[src/rtl/fpsu_alt_pkg.sv]
// Shared types and helpers for the FPSU ALT-slot arbiter.
//   alt_entry_t : one queued operand (high half, low half, tag)
//   rr_pick     : round-robin scan returning the first and second set bits
//                 of a non-empty vector, starting at a pointer.
package fpsu_alt_pkg;
  localparam int ALT_W     = 68;
  localparam int ALT_TAGW  = 9;
  localparam int ALT_SLOTS = 2;
  localparam int RR_MAX    = 8;  // widest requester set the scan supports

  typedef struct packed {
    logic [ALT_W-1:0]    dataH;
    logic [ALT_W-1:0]    dataL;
    logic [ALT_TAGW-1:0] tag;
  } alt_entry_t;

  typedef struct packed {
    logic       v0;
    logic [2:0] i0;
    logic       v1;
    logic [2:0] i1;
  } rr_pick_t;

  // Walk ptr, ptr+1, ... (mod nreq). The two winners are always distinct
  // requesters because each index is visited once.
  function automatic rr_pick_t rr_pick(input logic [RR_MAX-1:0] ne,
                                       input logic [2:0] ptr,
                                       input int unsigned nreq);
    rr_pick_t    r;
    int unsigned idx;
    r = '0;
    for (int unsigned k = 0; k < RR_MAX; k++) begin
      if (k < nreq) begin
        idx = ({29'd0, ptr} + k) % nreq;
        if (ne[idx[2:0]]) begin
          if (!r.v0) begin
            r.v0 = 1'b1;
            r.i0 = idx[2:0];
          end else if (!r.v1) begin
            r.v1 = 1'b1;
            r.i1 = idx[2:0];
          end
        end
      end
    end
    return r;
  endfunction
endpackage

[src/rtl/fpsu_alt_fifo.sv]
// Per-requester operand FIFO, DEPTH entries of alt_entry_t.
// Ports: clk, rst (async high), push/din, pop/dout (head, valid when !empty),
//        full, empty, count.
// Pointers carry one wrap bit so full and empty are distinguishable.
module fpsu_alt_fifo
  import fpsu_alt_pkg::*;
#(
  parameter int DEPTH = 2
) (
  input  logic                     clk,
  input  logic                     rst,
  input  logic                     push,
  input  alt_entry_t               din,
  input  logic                     pop,
  output alt_entry_t               dout,
  output logic                     full,
  output logic                     empty,
  output logic [$clog2(DEPTH):0]   count
);
  localparam int AW = $clog2(DEPTH);

  logic [AW:0] wp, rp;
  alt_entry_t  mem [DEPTH];
  logic        do_push, do_pop;

  // Gating on the pre-edge state makes a full FIFO refuse a push even when
  // it pops in the same cycle, and an empty FIFO ignore a pop.
  assign do_push = push & ~full;
  assign do_pop  = pop & ~empty;

  always_ff @(posedge clk or posedge rst) begin
    if (rst) begin
      wp <= '0;
      rp <= '0;
    end else begin
      if (do_push) wp <= wp + 1'b1;
      if (do_pop)  rp <= rp + 1'b1;
    end
  end

  always_ff @(posedge clk) begin
    if (do_push) mem[wp[AW-1:0]] <= din;
  end

  assign dout  = mem[rp[AW-1:0]];
  assign empty = (wp == rp);
  assign full  = (wp[AW] != rp[AW]) && (wp[AW-1:0] == rp[AW-1:0]);
  assign count = wp - rp;
endmodule

[src/rtl/fpsu_alt_arb.sv]
// Round-robin arbiter feeding the two ALT slots of the dual-half FPSU.
// Ports: clk, rst (async high); req_vld/req_rdy/req_dataH/req_dataL/req_tag
//        per-requester push interface (requester i at [i*W +: W]);
//        stall from the FPSU; registered slot outputs ALT_INP, ALTDATAH0/1,
//        ALTDATAL0/1, alt_tag0/1, alt_src0/1; busy.
// W and TAGW must match the entry widths in fpsu_alt_pkg.
module fpsu_alt_arb
  import fpsu_alt_pkg::*;
#(
  parameter int NREQ  = 4,
  parameter int W     = ALT_W,
  parameter int TAGW  = ALT_TAGW,
  parameter int DEPTH = 2
) (
  input  logic                   clk,
  input  logic                   rst,
  input  logic [NREQ-1:0]        req_vld,
  output logic [NREQ-1:0]        req_rdy,
  input  logic [NREQ*W-1:0]      req_dataH,
  input  logic [NREQ*W-1:0]      req_dataL,
  input  logic [NREQ*TAGW-1:0]   req_tag,
  input  logic                   stall,
  output logic [ALT_SLOTS-1:0]   ALT_INP,
  output logic [W-1:0]           ALTDATAH0,
  output logic [W-1:0]           ALTDATAH1,
  output logic [W-1:0]           ALTDATAL0,
  output logic [W-1:0]           ALTDATAL1,
  output logic [TAGW-1:0]        alt_tag0,
  output logic [TAGW-1:0]        alt_tag1,
  output logic [2:0]             alt_src0,
  output logic [2:0]             alt_src1,
  output logic                   busy
);
  localparam int CW = $clog2(DEPTH) + 1;

  alt_entry_t                head [RR_MAX];
  logic [RR_MAX-1:0]         ne;
  logic [NREQ-1:0]           pop, full;
  logic [NREQ-1:0][CW-1:0]   cnt;
  rr_pick_t                  pk;
  logic [2:0]                rr_ptr, last, rr_nxt;

  // Unused scan positions are padded as permanently empty so the scan
  // helper can always work on the full RR_MAX-wide vector.
  for (genvar i = 0; i < RR_MAX; i++) begin : g_req
    if (i < NREQ) begin : g_fifo
      alt_entry_t din;
      logic       emp;
      assign din = '{dataH: req_dataH[i*W +: W],
                     dataL: req_dataL[i*W +: W],
                     tag:   req_tag[i*TAGW +: TAGW]};
      assign ne[i]  = ~emp;
      assign pop[i] = (pk.v0 && pk.i0 == 3'(i)) || (pk.v1 && pk.i1 == 3'(i));
      fpsu_alt_fifo #(.DEPTH(DEPTH)) u_fifo (
        .clk   (clk),
        .rst   (rst),
        .push  (req_vld[i] & ~full[i]),
        .din   (din),
        .pop   (pop[i]),
        .dout  (head[i]),
        .full  (full[i]),
        .empty (emp),
        .count (cnt[i])
      );
    end else begin : g_pad
      assign head[i] = '0;
      assign ne[i]   = 1'b0;
    end
  end

  assign req_rdy = ~full;

  // A stalled cycle grants nothing, which also freezes pops and rr_ptr.
  assign pk     = stall ? '0 : rr_pick(ne, rr_ptr, NREQ);
  assign last   = pk.v1 ? pk.i1 : pk.i0;
  assign rr_nxt = (32'(last) == NREQ - 1) ? 3'd0 : last + 3'd1;
  assign busy   = (|cnt) | (|ALT_INP);

  always_ff @(posedge clk or posedge rst) begin
    if (rst) begin
      ALT_INP   <= '0;
      ALTDATAH0 <= '0;
      ALTDATAH1 <= '0;
      ALTDATAL0 <= '0;
      ALTDATAL1 <= '0;
      alt_tag0  <= '0;
      alt_tag1  <= '0;
      alt_src0  <= '0;
      alt_src1  <= '0;
      rr_ptr    <= '0;
    end else if (!stall) begin
      ALT_INP <= {pk.v1, pk.v0};
      // Ungranted slots keep their payload; only the valid bit drops.
      if (pk.v0) begin
        ALTDATAH0 <= head[pk.i0].dataH;
        ALTDATAL0 <= head[pk.i0].dataL;
        alt_tag0  <= head[pk.i0].tag;
        alt_src0  <= pk.i0;
        rr_ptr    <= rr_nxt;
      end
      if (pk.v1) begin
        ALTDATAH1 <= head[pk.i1].dataH;
        ALTDATAL1 <= head[pk.i1].dataL;
        alt_tag1  <= head[pk.i1].tag;
        alt_src1  <= pk.i1;
      end
    end
  end
endmodule

[config.mk]
export PLATFORM = sky130hd
export DESIGN_NAME = fpsu_alt_arb
export DESIGN_NICKNAME = d
export VERILOG_FILES = /design/src/rtl/fpsu_alt_pkg.sv /design/src/rtl/fpsu_alt_fifo.sv /design/src/rtl/fpsu_alt_arb.sv
export SDC_FILE = /design/constraint.sdc
export NUM_CORES = 2
export LEC_CHECK = 0
export CAP_MARGIN = 5
export CORE_UTILIZATION = 45
export DETAILED_ROUTE_END_ITERATION = 7
export PLACE_DENSITY_LB_ADDON = 0.12
export SLEW_MARGIN = 25
export SYNTH_ARGS = -nofsm -noshare
export SYNTH_HDL_FRONTEND = slang
export SYNTH_SLANG_ARGS = --single-unit
[constraint.sdc]
create_clock -name clk -period 15.5 [get_ports clk]
set_input_delay 3.1 -clock clk [delete_from_list [all_inputs] [get_ports clk]]
set_output_delay 3.1 -clock clk [all_outputs]
set_load 0.02 [all_outputs]
# Word level (Yosys, flattened, before mapping)
# Memories as Yosys holds them, arrays and structs flattened.
# Index checks and enable logic that the tools add are counted.
# W data, S select, Z words.
# word_totals
ramBits	1160
output_inout_bits	303
regBits	316
memories	4
# op_classes
n_mux	38
reduce_logical	22
add_sub_neg	16
bitwise_logic	25
order_cmp	6
n_eq_ne	19
# memory_table
name	words	word_bits	rd	rd_clocked_by_memory_dff	wr	line	text
g_req[0].g_fifo.u_fifo.mem	2	145	1	0	1	fpsu_alt_fifo.sv:23	alt_entry_t mem [DEPTH];
g_req[1].g_fifo.u_fifo.mem	2	145	1	0	1	fpsu_alt_fifo.sv:23	
g_req[2].g_fifo.u_fifo.mem	2	145	1	0	1	fpsu_alt_fifo.sv:23	
g_req[3].g_fifo.u_fifo.mem	2	145	1	0	1	fpsu_alt_fifo.sv:23	
# ops
operator	count
$bmux W145 S3	2
$mux W145	4
$mux W8	5
$mux W3	7
$add A2 B1 Y2 const B	10
$lt A2 B4 Y1 const B	4
$eq A3 B2 Y1 const B	5
$and A1 B1 Y1	12
$logic_and A1 B1 Y1	12
$mux W1	12
$mux W4	3
$not A1 Y1	9
$bmux W1 S2	4
$eq A2 B2 Y1	4
$ge A4 B4 Y1 const B	2
$not A3 Y4	2
$reduce_or A8 Y1	1
$sub A2 B2 Y2	4
$eq A3 B1 Y1 const B	2
$logic_not A3 Y1	2
$add A2 B2 Y2 const B	2
$eq A1 B1 Y1	4
$logic_or A1 B1 Y1	4
$ne A1 B1 Y1	4
5 further kinds	6

# Logic depth before layout (Yosys ltp)
# depth
word_depth	19
depth_mapped	15

# By module
# Synthesis repeated with hierarchy kept, for this count alone.
# unflattened
hier_cells	4128
hier_area_um2	62829.0
# by_module_without_submodules
mod	cells_each	instances	area_each_um2
fpsu_alt_fifo	478	4	10765.3
fpsu_alt_arb	2216	1	19767.7

# Worst setup path before layout
# Ideal clock, no wire load.
# synth_timing
path_type	input port to flip-flop
start	in req_vld[0]
end	mem g_req[0].g_fifo.u_fifo.mem[0][0] (netlist bit), enable pin
required_time_ns	14.849
setup_time_ns	0.651
cell_stages	2
arrival_time_ns	9.200
path_buffers	0
slack_ns	5.649
path_cell_list	nand2_1 nor2_1
# synth_between
elab_chain_len	4
# synth_rtl
element	line	text
start, declared	fpsu_alt_arb.sv:17	input logic [NREQ-1:0] req_vld,
$and A1 B1 Y1	fpsu_alt_arb.sv:57	.push (req_vld[i] & ~full[i]),
$and A1 B1 Y1	fpsu_alt_fifo.sv:28	assign do_push = push & ~full;
$mux W1	fpsu_alt_fifo.sv:42	if (do_push) mem[wp[AW-1:0]] <= din;
$mux W1 (not written as such)	fpsu_alt_fifo.sv:42	
end, declared	fpsu_alt_fifo.sv:23	
# Every way passes these cells.

# Worst setup path in the final report
# layout_timing
start	reg g_req[2].g_fifo.u_fifo.rp[0]
end	out busy
# layout_between
elab_chain_len	3
# layout_rtl
element	line	text
start, declared	fpsu_alt_fifo.sv:22	logic [AW:0] wp, rp;
start signal, assigned	fpsu_alt_fifo.sv:37	if (do_pop) rp <= rp + 1'b1;
$sub A2 B2 Y2	fpsu_alt_fifo.sv:48	assign count = wp - rp;
$reduce_or A8 Y1	fpsu_alt_arb.sv:77	assign busy = (|cnt) | (|ALT_INP);
$or A1 B1 Y1	fpsu_alt_arb.sv:77	
end, declared	fpsu_alt_arb.sv:32	output logic busy
# Every way passes these cells.

==> metrics.yaml <==
outcome: "finished, final reports clean"
syn_avg_cell_area_um2: 16.4
report.final.hold_viol_count: 0
swShare: 0.403
htree_levels: 4
grt_start_max_net_pins: 119
clk_pin_slew_ns: 0.06
max_freq_mhz: 142
dieArea_um2: 140000
postSynthCellCount: 3799
die_x_um: 374
cts_resized: 0
timing.setup.tns_ns: 0
portBuffers: 887
comb_power_share: 0.512
fin_crit_sh: 0.455
synth_flop_cell: "edfxtp_1"
area_growth_pct: 25.8
cts_tree: "yes"
crit_top_cell: "nand2_1"
hpwl_um: 124000
post_cts_buffers: 0
hold_class: "reg -> reg"
async_reset_ff_frac: 0.213
drv_cap: 0
drtIter0Drc: 3218
drv_slew: 0
intPower_w: 0.0125
worstSetupStartpointType: "register"
cts_buffers: 158
grt_pass1_vias: 38618
p_switching_w: 0.00841
seq_area_frac_synth: 0.687
nets: 5265
placed_area_um2: 72900
fin_area_um2: 78200
cpMaxStageDelayCell: "dfrtp_4"
die_y_um: 374
p_per_area_nw_per_um2: 267
start_util: 0.453
vias_per_cell: 5.80
cts_sinks: 1474
synth_cell_types: 62
cp_top_family: "simple AND/OR/NAND/NOR gates"
via_count: 38596
antenna_found_initial: 99
power.share.sequential: 0.308
arrival_ns: 3.95
ir_worst_vdd_uv: 349
grt_setup_unrepaired: "no"
grt-ovfl-total: 0
drive_above_1_share: 0.216
finClkSkew_ns: 0.0253
grt_pass1_wl_um: 286000
gp_congestion: 0.855
wire_per_inst_um: 30.6
path_class: "reg -> out"
hold_buffers: 0
worstPathRequired_ns: 12.40
path_cells: "xnor2_1, nand2_1, nor3_2, nand2_1, or3_1, clkdlybuf4s50_1"
firstDrtPassIters: 5
core.rowCount: 136
design.core.area_um2: 137000
path_max_fanout: 22
endpoint_kind: "output port"
root_buffer: "clkbuf_16"
clk-insertion-delay-late_ns: 0.78
track_usage: 0.287
setup_viol: 0
clockPowerShare: 0.181
slowest_delay_ns: 0.66
syn_area_um2: 62200
num_io_pins: 890
wirelength_um: 204000
drtAntennaViolNets: 0
synth_edf_count: 1160
worstMarginPinSlew_ns: 1.13
clockBufferDepth: 3
synth_seq_cells: 1474
ys.warnings.count: 0
fillerInstances: 10921
cp_num_buf_inv: 1
post-route-min-period_ns: 7.05
leakagePower_nw: 29.1
remaining_drc_errors: 0
slew_headroom: 0.246
[cells in the final DEF (no fill, tap or decap), drive strengths merged, types with 16 or more instances in the layout]
cell type         n
a221oi          145
dfrtp           314
buf              67
mux2            715
xor2             16
clkbuf          232
clkdlybuf4s50   887
o211ai           21
edfxtp         1160
diode            51
o21ai           148
xnor2            19
nand2           169
clkinv           43
mux2i           575
nor2            163
[layer usage]
layer  part of all wire  global-route usage  wire [um]
met1               0.40               0.359      80900
met2               0.48               0.470      98400
met3              0.083              0.0849      16900
met4              0.034               0.107       6850
met5             0.0029                   0        584
[registers in the layout, indices dropped and copies added, names as in the netlist]
register	cells
alt_src0	2
alt_tag1	9
alt_src1	2
ALTDATAH1	68
rr_ptr	2
ALTDATAL0	68
g_req.g_fifo.u_fifo.wp	8
alt_tag0	9
g_req.g_fifo.u_fifo.rp	8
ALT_INP	2
ALTDATAL1	68
g_req.g_fifo.u_fifo.mem	1160
ALTDATAH0	68
[final cells by class]
cell class,instances,area (um2),share of cell area
Multi-Input combinational cell,2084,18500,0.236
Sequential cell,1474,42700,0.546
Tap cell,1794,2240,0.0287
Clock buffer,232,4560,0.0583
Clock inverter,59,574,0.00734
Inverter,4,22.5,0.000288
Timing Repair Buffer,954,9500,0.121
Antenna cell,51,128,0.00163
[power groups by stage]
stage               registers, W  logic, W  clock network, W
floorplan                0.00692   0.00656                 0
global placement         0.00646    0.0106                 0
detailed placement       0.00649    0.0107                 0
CTS                      0.00643    0.0107           0.00382
global route             0.00654    0.0112           0.00398
finish                   0.00642    0.0107           0.00377
[metrics by stage]
| stage | std cells | utilization | hold slack [ns] | total power, W | setup WS [ns] |
|---|---|---|---|---|---|
| after global placement | 6308 | 0.531 | 0.460 | 0.0170 | 8.26 |
| after floorplan | 3800 | - | 0.498 | 0.0135 | 3.71 |
| after global routing | 6639 | 0.569 | 0.501 | 0.0218 | 8.33 |
| after detailed placement | 6310 | 0.531 | 0.470 | 0.0172 | 8.18 |
| after CTS | 6601 | 0.569 | 0.482 | 0.0210 | 8.42 |
| final | 6652 | 0.570 | 0.479 | 0.0209 | 8.45 |
[path summary, 6_finish.rpt]
check	to	slack [ns]	startpoint	cells past startpoint
setup / recovery	busy	8.45	g_req[2].g_fifo.u_fifo.rp[0]$_DFFE_PP0P_	6
min in group asynchronous	alt_tag1[3]$_DFFE_PP0P_	2.79	rst	2
setup reg to reg	ALTDATAH0[45]$_DFFE_PP0P_	9.82	g_req[2].g_fifo.u_fifo.rp[0]$_DFFE_PP0P_	10
max in group asynchronous	ALTDATAH1[38]$_DFFE_PP0P_	10.59	rst	4
hold reg to reg	ALTDATAL0[45]$_DFFE_PP0P_	0.48	ALTDATAL0[45]$_DFFE_PP0P_	2
hold / removal	ALTDATAL0[45]$_DFFE_PP0P_	0.48	ALTDATAL0[45]$_DFFE_PP0P_	2
[cell families (layout without fill, tap and decap cells)]
family                     after synthesis  after routing  share of synthesized area
DFF                                   1474           1474                      0.687
and+or+nand+nor                        380            380                     0.0247
xor gates and xnor gates                35             35                    0.00505
adders and majority gates                4              4                   0.000725
AOI/OAI and AO/OA                      373            373                     0.0425
other                                    1             53                  0.0000603
buffers and inverters                  242           1249                     0.0181
muxes                                 1290           1290                      0.222
[tightest hold or removal path, cell delays in order (launching register included)]
cell	delay [ns]
dfrtp_1	0.34
nand2_1	0.05
o21ai_0	0.06
[cell usage after synthesis, types with 6 or more instances]
cell type,n,area share
o211ai_1,20,0.0024
nand3_1,8,0.00064
nor3_1,12,0.00097
buf_6,8,0.0014
xor2_1,16,0.0023
o21a_1,9,0.0011
o21ai_0,145,0.012
dfrtp_1,314,0.13
nor2_1,163,0.0098
mux2_2,715,0.13
buf_4,18,0.0022
clkbuf_1,133,0.0080
a21oi_1,13,0.0010
nand2_1,167,0.010
buf_1,6,0.00036
and3_1,6,0.00060
buf_2,73,0.0059
mux2i_1,575,0.093
nand2b_1,8,0.00081
edfxtp_1,1160,0.56
a221oi_1,145,0.020
xnor2_1,18,0.0025
No activity file was read; power rests on OpenSTA's default activity.
